## config.mk

```make
export PLATFORM = sky130hd
export DESIGN_NAME = ftofix_result_buffer
export DESIGN_NICKNAME = d
export VERILOG_FILES = /design/src/rtl/ftofix_pkg.sv /design/src/rtl/ftofix_sync_fifo.sv /design/src/rtl/ftofix_result_buffer.sv
export SDC_FILE = /design/constraint.sdc
export NUM_CORES = 1
export LEC_CHECK = 0
export CAP_MARGIN = 20
export CORE_AREA = 2 2 146 148
export DETAILED_ROUTE_END_ITERATION = 8
export DIE_AREA = 0 0 148 150
export GPL_ROUTABILITY_DRIVEN = 0
export PLACE_DENSITY_LB_ADDON = 0.12
export SLEW_MARGIN = 10
export SYNTH_ARGS = -nofsm -noshare
export SYNTH_HDL_FRONTEND = slang
export SYNTH_HIERARCHICAL = 1
export SYNTH_SLANG_ARGS = --single-unit
```

## constraint.sdc

```tcl
create_clock -name clk -period 5.47 [get_ports clk]
set_clock_uncertainty 0.2 [all_clocks]
set_input_delay 1.3675 -clock clk [delete_from_list [all_inputs] [get_ports clk]]
set_output_delay 1.3675 -clock clk [all_outputs]
set_load 0.02 [all_outputs]
```

## src/rtl/ftofix_pkg.sv

```systemverilog
// Shared constants and helpers for the float-to-fixed result path.
//   FTOFIX_LATENCY : enabled-clock depth of the float-to-fixed converter
//   FTOFIX_WIDTH   : data width of float in / fixed out
//   clog2()        : ceiling log2, used for pointer and occupancy widths
package ftofix_pkg;

    localparam int unsigned FTOFIX_LATENCY = 6;
    localparam int unsigned FTOFIX_WIDTH   = 32;

    // Ceiling log2; clog2(1) = 0.
    function automatic int unsigned clog2(input int unsigned value);
        int unsigned result;
        result = 0;
        for (int i = 0; i < 32; i++) begin
            if ((64'(1) << i) < 64'(value)) begin
                result = 32'(i + 1);
            end
        end
        return result;
    endfunction

endpackage

```

## src/rtl/ftofix_sync_fifo.sv

```systemverilog
// Single-clock FIFO holding converter results until the consumer takes them.
//   clk, reset_n : clock, synchronous active-low reset (memory not reset)
//   wr, wr_data  : push request and data (caller guarantees space)
//   rd           : pop request, ignored while empty
//   rd_data      : head entry (combinational read of the head slot)
//   count, empty : occupancy and empty flag, both from registered state
module ftofix_sync_fifo
    import ftofix_pkg::*;
#(
    parameter int unsigned WIDTH = FTOFIX_WIDTH,
    parameter int unsigned DEPTH = 8
) (
    input  logic                  clk,
    input  logic                  reset_n,
    input  logic                  wr,
    input  logic [WIDTH-1:0]      wr_data,
    input  logic                  rd,
    output logic [WIDTH-1:0]      rd_data,
    output logic [clog2(DEPTH):0] count,
    output logic                  empty
);

    localparam int unsigned AW = clog2(DEPTH);
    localparam int unsigned CW = AW + 1;

    logic [WIDTH-1:0] mem [DEPTH];
    logic [AW-1:0]    wr_ptr;
    logic [AW-1:0]    rd_ptr;
    logic             rd_en;

    assign empty   = (count == '0);
    assign rd_en   = rd & ~empty;
    assign rd_data = mem[rd_ptr];

    // Storage: deliberately not reset, only the pointers qualify it.
    always_ff @(posedge clk) begin
        if (wr) begin
            mem[wr_ptr] <= wr_data;
        end
    end

    // Pointers wrap naturally since DEPTH is a power of two.
    always_ff @(posedge clk) begin
        if (!reset_n) begin
            wr_ptr <= '0;
            rd_ptr <= '0;
            count  <= '0;
        end else begin
            if (wr) begin
                wr_ptr <= wr_ptr + AW'(1);
            end
            if (rd_en) begin
                rd_ptr <= rd_ptr + AW'(1);
            end
            count <= count + CW'(wr) - CW'(rd_en);
        end
    end

`ifndef SYNTHESIS
    // Admission credit should make a push into a full FIFO impossible.
    always_ff @(posedge clk) begin
        if (reset_n) begin
            assert (!(wr && !rd_en && count == CW'(DEPTH)))
                else $error("ftofix_sync_fifo: write into full FIFO");
        end
    end
`endif

endmodule

```

## src/rtl/ftofix_result_buffer.sv

```systemverilog
// Companion stage of the float-to-fixed converter: drives the converter's
// clock enable and input, tags each accepted float through the converter's
// fixed-latency pipeline and captures the emerging result into a FIFO.
// Credit admission (FIFO entries + floats in flight) means no result is lost.
//   in_valid/in_data/in_ready    : upstream float handshake
//   conv_ce/conv_a/conv_result   : converter enable, operand and result
//   out_valid/out_data/out_ready : fixed-point result handshake
//   level                        : FIFO occupancy
// LATENCY must be >= 2; DEPTH a power of two, >= LATENCY+2 for full rate.
module ftofix_result_buffer
    import ftofix_pkg::*;
#(
    parameter int unsigned LATENCY = FTOFIX_LATENCY,
    parameter int unsigned DEPTH   = 8,
    parameter int unsigned WIDTH   = FTOFIX_WIDTH
) (
    input  logic                  clk,
    input  logic                  reset_n,
    input  logic                  in_valid,
    input  logic [WIDTH-1:0]      in_data,
    output logic                  in_ready,
    output logic                  conv_ce,
    output logic [WIDTH-1:0]      conv_a,
    input  logic [WIDTH-1:0]      conv_result,
    output logic                  out_valid,
    output logic [WIDTH-1:0]      out_data,
    input  logic                  out_ready,
    output logic [clog2(DEPTH):0] level
);

    localparam int unsigned IW = clog2(LATENCY + 1);

    logic [LATENCY-1:0]    vpipe;
    logic [IW-1:0]         inflight;
    logic [clog2(DEPTH):0] count;
    logic [WIDTH-1:0]      head_data;
    logic                  empty;
    logic                  credit_ok;
    logic                  in_fire;
    logic                  wr;
    logic                  rd;

    // Credit uses registered state only; held low while in reset.
    assign credit_ok = (32'(count) + 32'(inflight)) < DEPTH;
    assign in_ready  = reset_n & credit_ok;
    assign in_fire   = in_valid & in_ready;

    // Converter only advances while something is entering or in flight.
    assign conv_ce = in_fire | (inflight != '0);
    assign conv_a  = in_data;

    // A tag leaving the last stage marks conv_result as a real result;
    // conv_ce is necessarily high then, so the tag leaves on the same edge.
    assign wr = vpipe[LATENCY-1];
    assign rd = out_valid & out_ready;

    // Valid tags move in lock-step with the converter stages.
    always_ff @(posedge clk) begin
        if (!reset_n) begin
            vpipe <= '0;
        end else if (conv_ce) begin
            vpipe <= {vpipe[LATENCY-2:0], in_fire};
        end
    end

    // Floats accepted but not yet written into the FIFO.
    always_ff @(posedge clk) begin
        if (!reset_n) begin
            inflight <= '0;
        end else begin
            inflight <= inflight + IW'(in_fire) - IW'(wr);
        end
    end

    ftofix_sync_fifo #(
        .WIDTH (WIDTH),
        .DEPTH (DEPTH)
    ) u_fifo (
        .clk     (clk),
        .reset_n (reset_n),
        .wr      (wr),
        .wr_data (conv_result),
        .rd      (rd),
        .rd_data (head_data),
        .count   (count),
        .empty   (empty)
    );

    // Head is zeroed when empty so stale memory never reaches the consumer.
    assign out_valid = ~empty;
    assign out_data  = out_valid ? head_data : '0;
    assign level     = count;

endmodule

```

==> results of run 1 <==
[cells by family (layout without fill, tap and decap cells)]
group | after synthesis | after routing | synth area share
DFF | 278 | 278 | 0.718
other | 0 | 1 | 0
adders and majority gates | 12 | 12 | 0.0146
buffers and inverters | 63 | 144 | 0.0369
muxes | 108 | 108 | 0.183
xor gates and xnor gates | 5 | 5 | 0.00387
AOI/OAI and AO/OA | 9 | 9 | 0.00630
and+or+nand+nor | 77 | 77 | 0.0379
[cell type report]
| type | instances | share of cell area |
|---|---|---|
| well taps | 275 | 0.0263 |
| repair buffers | 90 | 0.0668 |
| clock inverters | 14 | 0.0124 |
| inverters | 7 | 0.00201 |
| clock buffers | 33 | 0.0534 |
| multi-input cells | 211 | 0.217 |
| diodes | 1 | 0.000191 |
| flip-flops and latches | 278 | 0.622 |
[sequential cells by signal (all words and copies together), names as in the netlist, named ones only]
name,count
vpipe,6
u_fifo/mem,256
u_fifo/rd_ptr,3
inflight,3
u_fifo/wr_ptr,3
u_fifo/count,4
[final timing paths]
check                           cells past startpoint                    endpoint  slack (ps)
worst max-delay path                                5                 out_data[1]         710
worst min-delay path                                2       vpipe[0]$_SDFFE_PN0P_         280
worst max register to register                     11  u_fifo/count[3]$_SDFF_PN0_        2420
worst min register to register                      2       vpipe[0]$_SDFFE_PN0P_         280
[per-stage QoR]
step / instance area (um2) / setup WS, ps
floorplan: 11300 / 2010
global placement: 12200 / 811
detailed placement: 12200 / 728
CTS: 13100 / 664
global route: 13100 / 558
finish: 13100 / 709
[tightest hold or removal path, stage by stage, from the launching register on]
cell and delay (ps):
dfxtp_1 310, nand2_1 50, a21boi_0 60
[cell usage in the layout, fill, tap and decap left out, types with 4 or more instances in the layout]
| master | n |
|---|---|
| clkdlybuf4s50_1 | 74 |
| inv_1 | 7 |
| nand2b_1 | 6 |
| mux4_1 | 40 |
| edfxtp_1 | 256 |
| bufinv_16 | 4 |
| nor2_4 | 6 |
| buf_4 | 15 |
| nor2b_1 | 35 |
| ha_1 | 10 |
| mux2i_1 | 12 |
| clkinv_2 | 4 |
| clkbuf_1 | 6 |
| clkbuf_16 | 27 |
| dfxtp_1 | 19 |
| nand2_1 | 15 |
| and2_1 | 7 |
| mux4_2 | 24 |
| mux2_2 | 32 |
| clkinv_1 | 6 |
[power groups by stage]
stage                     logic, W  clock network, W  registers [W]
final                      0.00107           0.00181        0.00242
after global routing       0.00116           0.00194        0.00243
after CTS                  0.00109           0.00185        0.00243
after detailed placement   0.00109                 0        0.00247
after global placement     0.00107                 0        0.00247
after floorplan           0.000675                 0        0.00242
[Yosys cell counts]
cell type,count,area [um2]
buf_6,7,78.8
o2111ai_2,1,15.0
a21o_1,1,7.51
xor2_1,2,17.5
a31oi_1,1,6.26
a21oi_1,1,5.00
buf_4,32,240
buf_1,3,11.3
clkbuf_1,7,26.3
edfxtp_1,256,7690
xnor2_1,3,26.3
nor3_1,3,15.0
o21ai_0,1,5.00
a21boi_0,3,22.5
nor2_1,7,26.3
mux2_2,32,360
inv_1,7,26.3
buf_2,7,35.0
o211a_1,1,10.0
mux4_2,24,541
nand2b_1,6,37.5
mux4_1,40,1050
or3_1,1,6.26
fa_1,2,40.0
mux2i_1,12,120
nor2b_1,35,219
nor3b_1,1,7.51
and2_1,7,43.8
ha_1,10,125
nand2_1,15,56.3
dfxtp_1,22,440
or2_2,1,6.26
nand2_4,1,11.3
[routing by layer]
metal,vias up,part of all wire,global-route usage
li1,2312,-,-
met1,2689,0.42,0.246
met2,131,0.51,0.324
met3,44,0.051,0.0396
met4,0,0.021,0.0448
met5,-,0,0
==> summary.txt, run 1 <==
Run status
  • Status: complete, no violations

Floorplan
  • Die Ht: 150 um
  • Core area: 20,700 um2
  • Die width: 148 um
  • Num rows: 53
  • Area of the die: 22,200 um2
  • Initial core utilization: 0.547
  • Ports: 139

Detailed routing
  • Via-to-Cell Ratio: 5.69
  • Initial DRC count: 308
  • WL final: 20.4 mm
  • Avg WL per Cell: 22.5 um
  • Routed Antenna Nets: 0
  • DRC viols: 0
  • TritonRoute pass-1 iters: 4
  • Via count: 5,176

Pwr
  • Clk pwr share: 0.341
  • Worst VDD drop: 0.307 mV
  • Switching share of power: 0.255
  • Comb pwr share: 0.202
  • Power Dens Cells: 406 nW/um2
  • Final Power: 0.00531 W
  • NetSw: 0.00135 W
  • Internal power: 0.00396 W
  • Leak: 4.22 nW
  • Flop pwr share: 0.456

Place
  • Final HPWL DP: 11.5 mm
  • IO Port Bufs: 74
  • Placed cells: 861

Timing
  • Setup violations, final: 0
  • Setup TNS: 0 ps
  • Slew Limit Fails: 0
  • F_max: 0.210 GHz
  • Final worst-path cycle share: 0.870
  • Min Tclk post-route: 4760 ps
  • Slew at the pin closest to its max-slew limit: 1060 ps
  • Hold Worst Slack: 275 ps
  • Final Hold Viols: 0
  • Relative slew slack: 0.290
  • RSZ-0062 raised after global routing: false

Synthesis
  • FF+latch count, synth: 278
  • Post-synthesis net count: 632
  • Post-Syn Area per Cell: 20.5 um2
  • Register area share after synthesis: 0.718
  • Post-synthesis cell type count: 33
  • Mapped Cells: 552
  • YS warnings: 6
  • Post-Syn Area: 11,300 um2

Setup path
  • Delay of the slowest cell on the worst path: 680 ps
  • CP delay by family, top: buffers and inverters
  • CP Data Arrival Time: 3190 ps
  • WS Path Type: reg -> out
  • CP cell instances: buf_4, mux4_1, mux2_2, nor2b_1, clkdlybuf4s50_1
  • Critical Path RT: 3900 ps
  • CP Launch Type: flop
  • Buf+Inv Stages, Crit Path: 2
  • Reg2reg start: u_fifo/count[2]$_SDFF_PN0_
  • Worst path slowest cell: dfxtp_4
  • Critical path endpoint category: primary output
  • Worst-path maximum fanout: 28

Clocking
  • Clk_lat worst skew: 520 ps
  • Num CTS Buffers: 27
  • Postcts setup bufs: 0
  • H-Tree Depth: 1
  • CTS Root Cell: clkbuf_16
  • Hold-fix buffers, CTS: 0
  • Sink Count: 278
  • Maximum root-to-sink buffer count: 3
  • Clock transition at path regs: 60 ps
  • CTS tree: built
  • Post-CTS sizing: 0

GRT
  • Number of global-route vias before repair: 5,418
  • Largest net degree at the start of global routing: 38
  • First-pass GRT wire length: 31.1 mm
  • Initial antenna violation count: 1
  • Total track usage: 0.187
  • Total grt overflow: 0

Cells and area
  • Filler cell count: 1,462
  • Final net count: 695
  • Post-layout util: 0.632
  • Share of post-route cells with drive strength above 1: 0.193
  • Multi-input gate area: 2840 um2
  • Register area: 8130 um2
  • Synth-to-Final Area Change: 15.5%
  • Layout Cells excl Fill: 909

Worst hold path
  • Hold Startpoint: vpipe[0]$_SDFFE_PN0P_
  • Min-Delay Path Class: reg -> reg

Job
  • Max-cap viol count: 0
Note: power is estimated with default switching activity, not from simulation.
==> run 2, diff against run 1 <==
Settings changed: ABC_CLOCK_PERIOD_IN_PS set to 5470, CORE_AREA 2 2 146 148 to 2 2 162 164, DIE_AREA 0 0 148 150 to 0 0 164 166.
==> summary.txt, run 2 (same netlist as run 1, synthesis figures left out) <==
Run status
  • Status: complete, no violations

Setup path
  • CP Launch Type: flop
  • Critical Path RT: 3900 ps (about the same)
  • FF-to-FF path depth: 11 (unchanged)
  • RR Endpoint: u_fifo/count[3]$_SDFF_PN0_
  • Critical path endpoint category: primary output
  • WS Path Type: reg -> out
  • Reg2reg start: u_fifo/count[2]$_SDFF_PN0_
  • CP Data Arrival Time: 3230 ps (+40 ps)
  • Worst-path maximum fanout: 36 (+29%)
  • Crit path to: out_data[20]
  • R2r setup slk: 2550 ps (+130 ps)

Detailed routing
  • Initial DRC count: 267 (-13%)
  • Via count: 5,131 (-0.87%)
  • DRC viols: 0 (unchanged)
  • TritonRoute pass-1 iters: 4 (unchanged)
  • Via-to-Cell Ratio: 5.28 (-7.2%)
  • Routed Antenna Nets: 0 (unchanged)
  • WL final: 21.1 mm (+3.0%)
  • Avg WL per Cell: 21.7 um (-3.5%)

Clocking
  • CTS Root Cell: clkbuf_16
  • Clk_lat worst skew: 530 ps (about the same)
  • Clock transition at path regs: 60 ps (about the same)
  • CTS tree: built
  • Post-CTS sizing: 0 (unchanged)
  • Maximum root-to-sink buffer count: 3 (unchanged)
  • H-Tree Depth: 1 (unchanged)
  • Sink Count: 278 (unchanged)
  • Hold-fix buffers, CTS: 0 (unchanged)
  • Num CTS Buffers: 29 (+7.4%)
  • Postcts setup bufs: 0 (unchanged)

Cells and area
  • Filler cell count: 2,056 (+41%)
  • Synth-to-Final Area Change: 15.9%
  • Multi-input gate area: 2840 um2 (unchanged)
  • Register area: 8130 um2 (unchanged)
  • Most frequent cells in the layout: edfxtp_1, clkdlybuf4s50_1, mux4_1
  • Commonest non-fill, non-tap cell in the layout: edfxtp_1
  • Post-route cell area: 13,100 um2 (+0.32%)
  • Max reg flops: 256 (unchanged)
  • Share of post-route cells with drive strength above 1: 0.191 (-0.00218)
  • Largest Register: u_fifo/mem
  • Final net count: 695 (unchanged)
  • Largest registers: u_fifo/mem (256), vpipe (6), u_fifo/count (4)
  • Post-layout util: 0.512 (-0.120)

GRT
  • Number of global-route vias before repair: 5,677 (+4.8%)
  • Total grt overflow: 0 (unchanged)
  • Largest net degree at the start of global routing: 43 (+13%)
  • Total track usage: 0.159 (-0.0279)
  • First-pass GRT wire length: 32.8 mm (+5.5%)
  • Initial antenna violation count: 1 (unchanged)

Floorplan
  • Core area: 25,600 um2 (+24%)
  • Initial core utilization: 0.442 (-0.105)
  • Num rows: 59 (+11%)
  • Area of the die: 27,200 um2 (+23%)
  • Ports: 139 (unchanged)
  • Die Ht: 166 um (+11%)
  • Die width: 164 um (+11%)

Timing
  • Slew Limit Fails: 0 (unchanged)
  • Relative slew slack: 0.374 (+0.0843)
  • Hold Worst Slack: 272 ps (-2.84 ps)
  • Setup violations, final: 0 (unchanged)
  • Setup TNS: 0 ps (unchanged)
  • Final worst-path cycle share: 0.876 (+0.00598)
  • Slew at the pin closest to its max-slew limit: 933 ps (-131 ps)
  • Min Tclk post-route: 4790 ps (+32.7 ps)
  • Final worst slack: 677 ps (-32.7 ps)
  • Final Hold Viols: 0 (unchanged)
  • F_max: 0.209 GHz (-0.68%)
  • RSZ-0062 raised after global routing: false

Pwr
  • Power Dens Cells: 399 nW/um2 (-1.6%)
  • Internal power: 0.00387 W (-2.3%)
  • Clk pwr share: 0.330 (-0.011)
  • Leak: 4.20 nW (-0.54%)
  • NetSw: 0.00137 W (+1.5%)
  • Flop pwr share: 0.461 (+0.005)
  • Worst VDD drop: 0.207 mV (-33%)
  • Comb pwr share: 0.210 (+0.008)
  • Switching share of power: 0.262 (+0.00731)

Place
  • DP Worst Slack: 881 ps (+153 ps)
  • IO Port Bufs: 74 (unchanged)
  • Final HPWL DP: 11.6 mm (+0.68%)
  • DP Area: 12,300 um2 (+0.59%)

Worst hold path
  • Min-Delay Path Class: reg -> reg

Job
  • Max-cap viol count: 0 (unchanged)
run 2: cell type report:
cell class	instances	share of cell area
multi-input cells	211	0.217
clock inverters	9	0.00343
diodes	1	0.000191
well taps	335	0.0319
flip-flops and latches	278	0.620
repair buffers	88	0.0664
clock buffers	42	0.0598
inverters	7	0.00200
run 2: per-layer routing:
metal  track usage  up-vias  wire length, um
li1              -     2321                -
met1         0.225     2650             9470
met2         0.259      107            10200
met3        0.0267       53              969
met4        0.0427        0              446
met5             0        -                0
run 2: worst min path at each step:
stage / startpoint / end / slack [ps] / cells past startpoint
2_1_floorplan: vpipe[0]$_SDFFE_PN0P_ / vpipe[1]$_SDFFE_PN0P_ / 240 / 2
3_3_place_gp: vpipe[1]$_SDFFE_PN0P_ / vpipe[1]$_SDFFE_PN0P_ / 260 / 2
3_5_place_dp: vpipe[0]$_SDFFE_PN0P_ / vpipe[1]$_SDFFE_PN0P_ / 260 / 2
4_1_cts: vpipe[0]$_SDFFE_PN0P_ / vpipe[0]$_SDFFE_PN0P_ / 270 / 2
5_1_grt: vpipe[1]$_SDFFE_PN0P_ / vpipe[1]$_SDFFE_PN0P_ / 290 / 2
6_report: vpipe[0]$_SDFFE_PN0P_ / vpipe[0]$_SDFFE_PN0P_ / 270 / 2
run 2: worst max-delay path: stages (launching register included):
cell and delay, ps:
dfxtp_4 710, buf_12 360, mux4_1 610, mux2_2 300, nor2b_1 140, clkdlybuf4s50_1 540
run 2: power by group through the flow:
| stage | Combinational [W] | Sequential (W) | Clock (W) |
|---|---|---|---|
| 2_1_floorplan | 0.000675 | 0.00242 | 0 |
| 3_3_place_gp | 0.00110 | 0.00246 | 0 |
| 3_5_place_dp | 0.00111 | 0.00246 | 0 |
| 4_1_cts | 0.00112 | 0.00242 | 0.00178 |
| 5_1_grt | 0.00119 | 0.00242 | 0.00186 |
| 6_report | 0.00110 | 0.00241 | 0.00173 |
run 2: metrics by stage:
| step | instances | total power [W] |
|---|---|---|
| 2_1_floorplan | 552 | 0.00309 |
| 3_3_place_gp | 919 | 0.00356 |
| 3_5_place_dp | 919 | 0.00358 |
| 4_1_cts | 970 | 0.00531 |
| 5_1_grt | 970 | 0.00547 |
| 6_report | 971 | 0.00524 |
==> run 3, diff against run 2 <==
Settings changed: CTS_CLUSTER_DIAMETER set to 40.
==> summary.txt, run 3 (same netlist as run 1, synthesis figures left out) <==
Timing
  • Final worst-path cycle share: 0.871 (-0.00531)
  • Relative slew slack: 0.359 (-0.0151)
  • Slew Limit Fails: 0 (unchanged)
  • Final Hold Viols: 0 (unchanged)
  • F_max: 0.210 GHz (+0.61%)
  • Setup violations, final: 0 (unchanged)
  • Setup TNS: 0 ps (unchanged)
  • RSZ-0062 raised after global routing: false
  • Slew at the pin closest to its max-slew limit: 956 ps (+22.5 ps)
  • Min Tclk post-route: 4760 ps (-29.0 ps)

Place
  • IO Port Bufs: 74 (unchanged)
  • Final HPWL DP: 11.6 mm (unchanged)
  • Placed cells: 919 (unchanged)

Cells and area
  • Largest Register: u_fifo/mem
  • Largest registers: u_fifo/mem (256), vpipe (6), u_fifo/count (4)
  • Max reg flops: 256 (unchanged)
  • Synth-to-Final Area Change: 20.8%
  • Post-layout util: 0.534 (+0.0219)
  • Final net count: 705 (+1.4%)
  • Most frequent cells in the layout: edfxtp_1, clkdlybuf4s50_1, clkbuf_16
  • Commonest non-fill, non-tap cell in the layout: edfxtp_1
  • Share of post-route cells with drive strength above 1: 0.224 (+0.0330)
  • Filler cell count: 1,999 (-2.8%)
  • Layout Cells excl Fill: 989 (+1.9%)

Clocking
  • Hold-fix buffers, CTS: 0 (unchanged)
  • Clock transition at path regs: 50 ps (about the same)
  • Clk_lat worst skew: 500 ps (-30 ps)
  • Postcts setup bufs: 0 (unchanged)
  • Maximum root-to-sink buffer count: 3 (unchanged)
  • Post-CTS sizing: 0 (unchanged)
  • CTS Root Cell: clkbuf_16
  • CTS tree: built
  • Num CTS Buffers: 39 (+34%)
  • Sink Count: 278 (unchanged)
  • H-Tree Depth: 2 (+1)

Setup path
  • RR Endpoint: u_fifo/count[3]$_SDFF_PN0_
  • CP delay by family, top: buffers and inverters
  • Delay of the slowest cell on the worst path: 720 ps (about the same)
  • WS Path Type: reg -> out
  • Buf+Inv Stages, Crit Path: 2 (unchanged)
  • R2r setup slk: 2540 ps (about the same)
  • CP cell instances: buf_12, mux4_1, mux2_2, nor2b_1, clkdlybuf4s50_1
  • Critical path endpoint category: primary output
  • FF-to-FF path depth: 11 (unchanged)
  • CP Launch Type: flop
  • Worst-path maximum fanout: 36 (unchanged)
  • CP Data Arrival Time: 3200 ps (-30 ps)
  • Reg2reg start: u_fifo/count[2]$_SDFF_PN0_
  • Critical Path RT: 3900 ps (about the same)
  • Worst path slowest cell: dfxtp_4

Floorplan
  • Area of the die: 27,200 um2 (unchanged)
  • Ports: 139 (unchanged)
  • Core area: 25,600 um2 (unchanged)
  • Die width: 164 um (unchanged)
  • Num rows: 59 (unchanged)
  • Initial core utilization: 0.442 (unchanged)
  • Die Ht: 166 um (unchanged)

Detailed routing
  • DRC viols: 0 (unchanged)
  • Routed Antenna Nets: 0 (unchanged)
  • Via count: 5,278 (+2.9%)
  • Initial DRC count: 308 (+15%)
  • Avg WL per Cell: 21.6 um (-0.66%)
  • TritonRoute pass-1 iters: 4 (unchanged)
  • Via-to-Cell Ratio: 5.34 (+0.99%)
  • WL final: 21.3 mm (+1.2%)

Worst hold path
  • Min-Delay Path Class: reg -> reg
  • Hold EP: vpipe[0]$_SDFFE_PN0P_
  • Hold Path Depth: 2 (unchanged)
  • Hold Startpoint: vpipe[0]$_SDFFE_PN0P_

Pwr
  • Power Dens Cells: 450 nW/um2 (+13%)
  • Final Power: 0.00615 W (+17%)
  • Comb pwr share: 0.179 (-0.031)
  • Clk pwr share: 0.429 (+0.099)
  • Switching share of power: 0.247 (-0.0145)
  • Flop pwr share: 0.393 (-0.068)
  • Internal power: 0.00463 W (+20%)
  • Worst VDD drop: 0.257 mV (+24%)
  • Leak: 4.46 nW (+6.2%)
  • NetSw: 0.00152 W (+11%)

GRT
  • First-pass GRT wire length: 33.4 mm (+1.7%)
  • Total track usage: 0.163 (+0.00370)
  • Number of global-route vias before repair: 5,786 (+1.9%)
  • Largest net degree at the start of global routing: 43 (unchanged)
  • Initial antenna violation count: 1 (unchanged)
  • Total grt overflow: 0 (unchanged)

Job
  • Max-cap viol count: 0 (unchanged)

Run status
  • Status: complete, no violations
[run 3: cell types whose count changed in the layout (fill, tap and decap cells not counted), sizes merged]
cell and delta:
clkbuf +4, clkinvlp +3, bufinv +8, clkinv +1, inv +2
[run 3: metrics by stage]
step / worst slack, ps / area (um2) / hold slack, ps
after floorplan: 2010 / 11300 / 238
after global placement: 923 / 12300 / 259
after detailed placement: 881 / 12300 / 264
after CTS: 647 / 13700 / 273
after global routing: 559 / 13700 / 290
final: 706 / 13700 / 271
[run 3: layout make-up]
| type | count | area [um2] | area share |
|---|---|---|---|
| flip-flops and latches | 278 | 8130 | 0.594 |
| multi-input cells | 211 | 2840 | 0.208 |
| clock buffers | 46 | 1040 | 0.0763 |
| repair buffers | 88 | 871 | 0.0636 |
| well taps | 335 | 419 | 0.0306 |
| clock inverters | 23 | 345 | 0.0252 |
| inverters | 7 | 26.3 | 0.00192 |
| diodes | 1 | 2.50 | 0.000183 |
[run 3: how the worst max path moves through the flow]
stage	start	endpoint	slack, ps	depth (start not counted)
after detailed placement	reset_n	conv_ce	880	4
after global routing	flop	out_data[20]	560	5
after floorplan	vpipe[5]$_SDFFE_PN0P_	u_fifo/mem[0][0]$_DFFE_PP_	2010	2
after CTS	flop	out_data[2]	650	5
after global placement	reset_n	conv_ce	920	4
final	flop	out_data[1]	710	5
[run 3: worst reg2reg max path, cell delays in order (launching register included)]
cell      delay, ps
dfxtp_1         350
inv_1            70
ha_1            180
nor3b_2         160
buf_4           230
nor2b_1         240
nand2b_1        230
or2_2           360
ha_1            280
a21o_1          180
a21oi_1         200
mux2i_1         190
[run 3: power by group through the flow]
stage	sequential, W	clock [W]	combinational, W
floorplan	0.00242	0	0.000675
global route	0.00242	0.00279	0.00119
detailed placement	0.00246	0	0.00111
global placement	0.00246	0	0.00110
CTS	0.00242	0.00269	0.00112
finish	0.00242	0.00264	0.00110
[run 3: metal layers]
| metal | wire [um] | up-vias | share of wire | GRT usage |
|---|---|---|---|---|
| met1 | 9470 | 2735 | 0.44 | 0.223 |
| met4 | 471 | 0 | 0.022 | 0.0507 |
| met3 | 996 | 64 | 0.047 | 0.0362 |
| met5 | 0 | - | 0 | 0 |
| li1 | - | 2355 | - | - |
| met2 | 10400 | 124 | 0.49 | 0.262 |
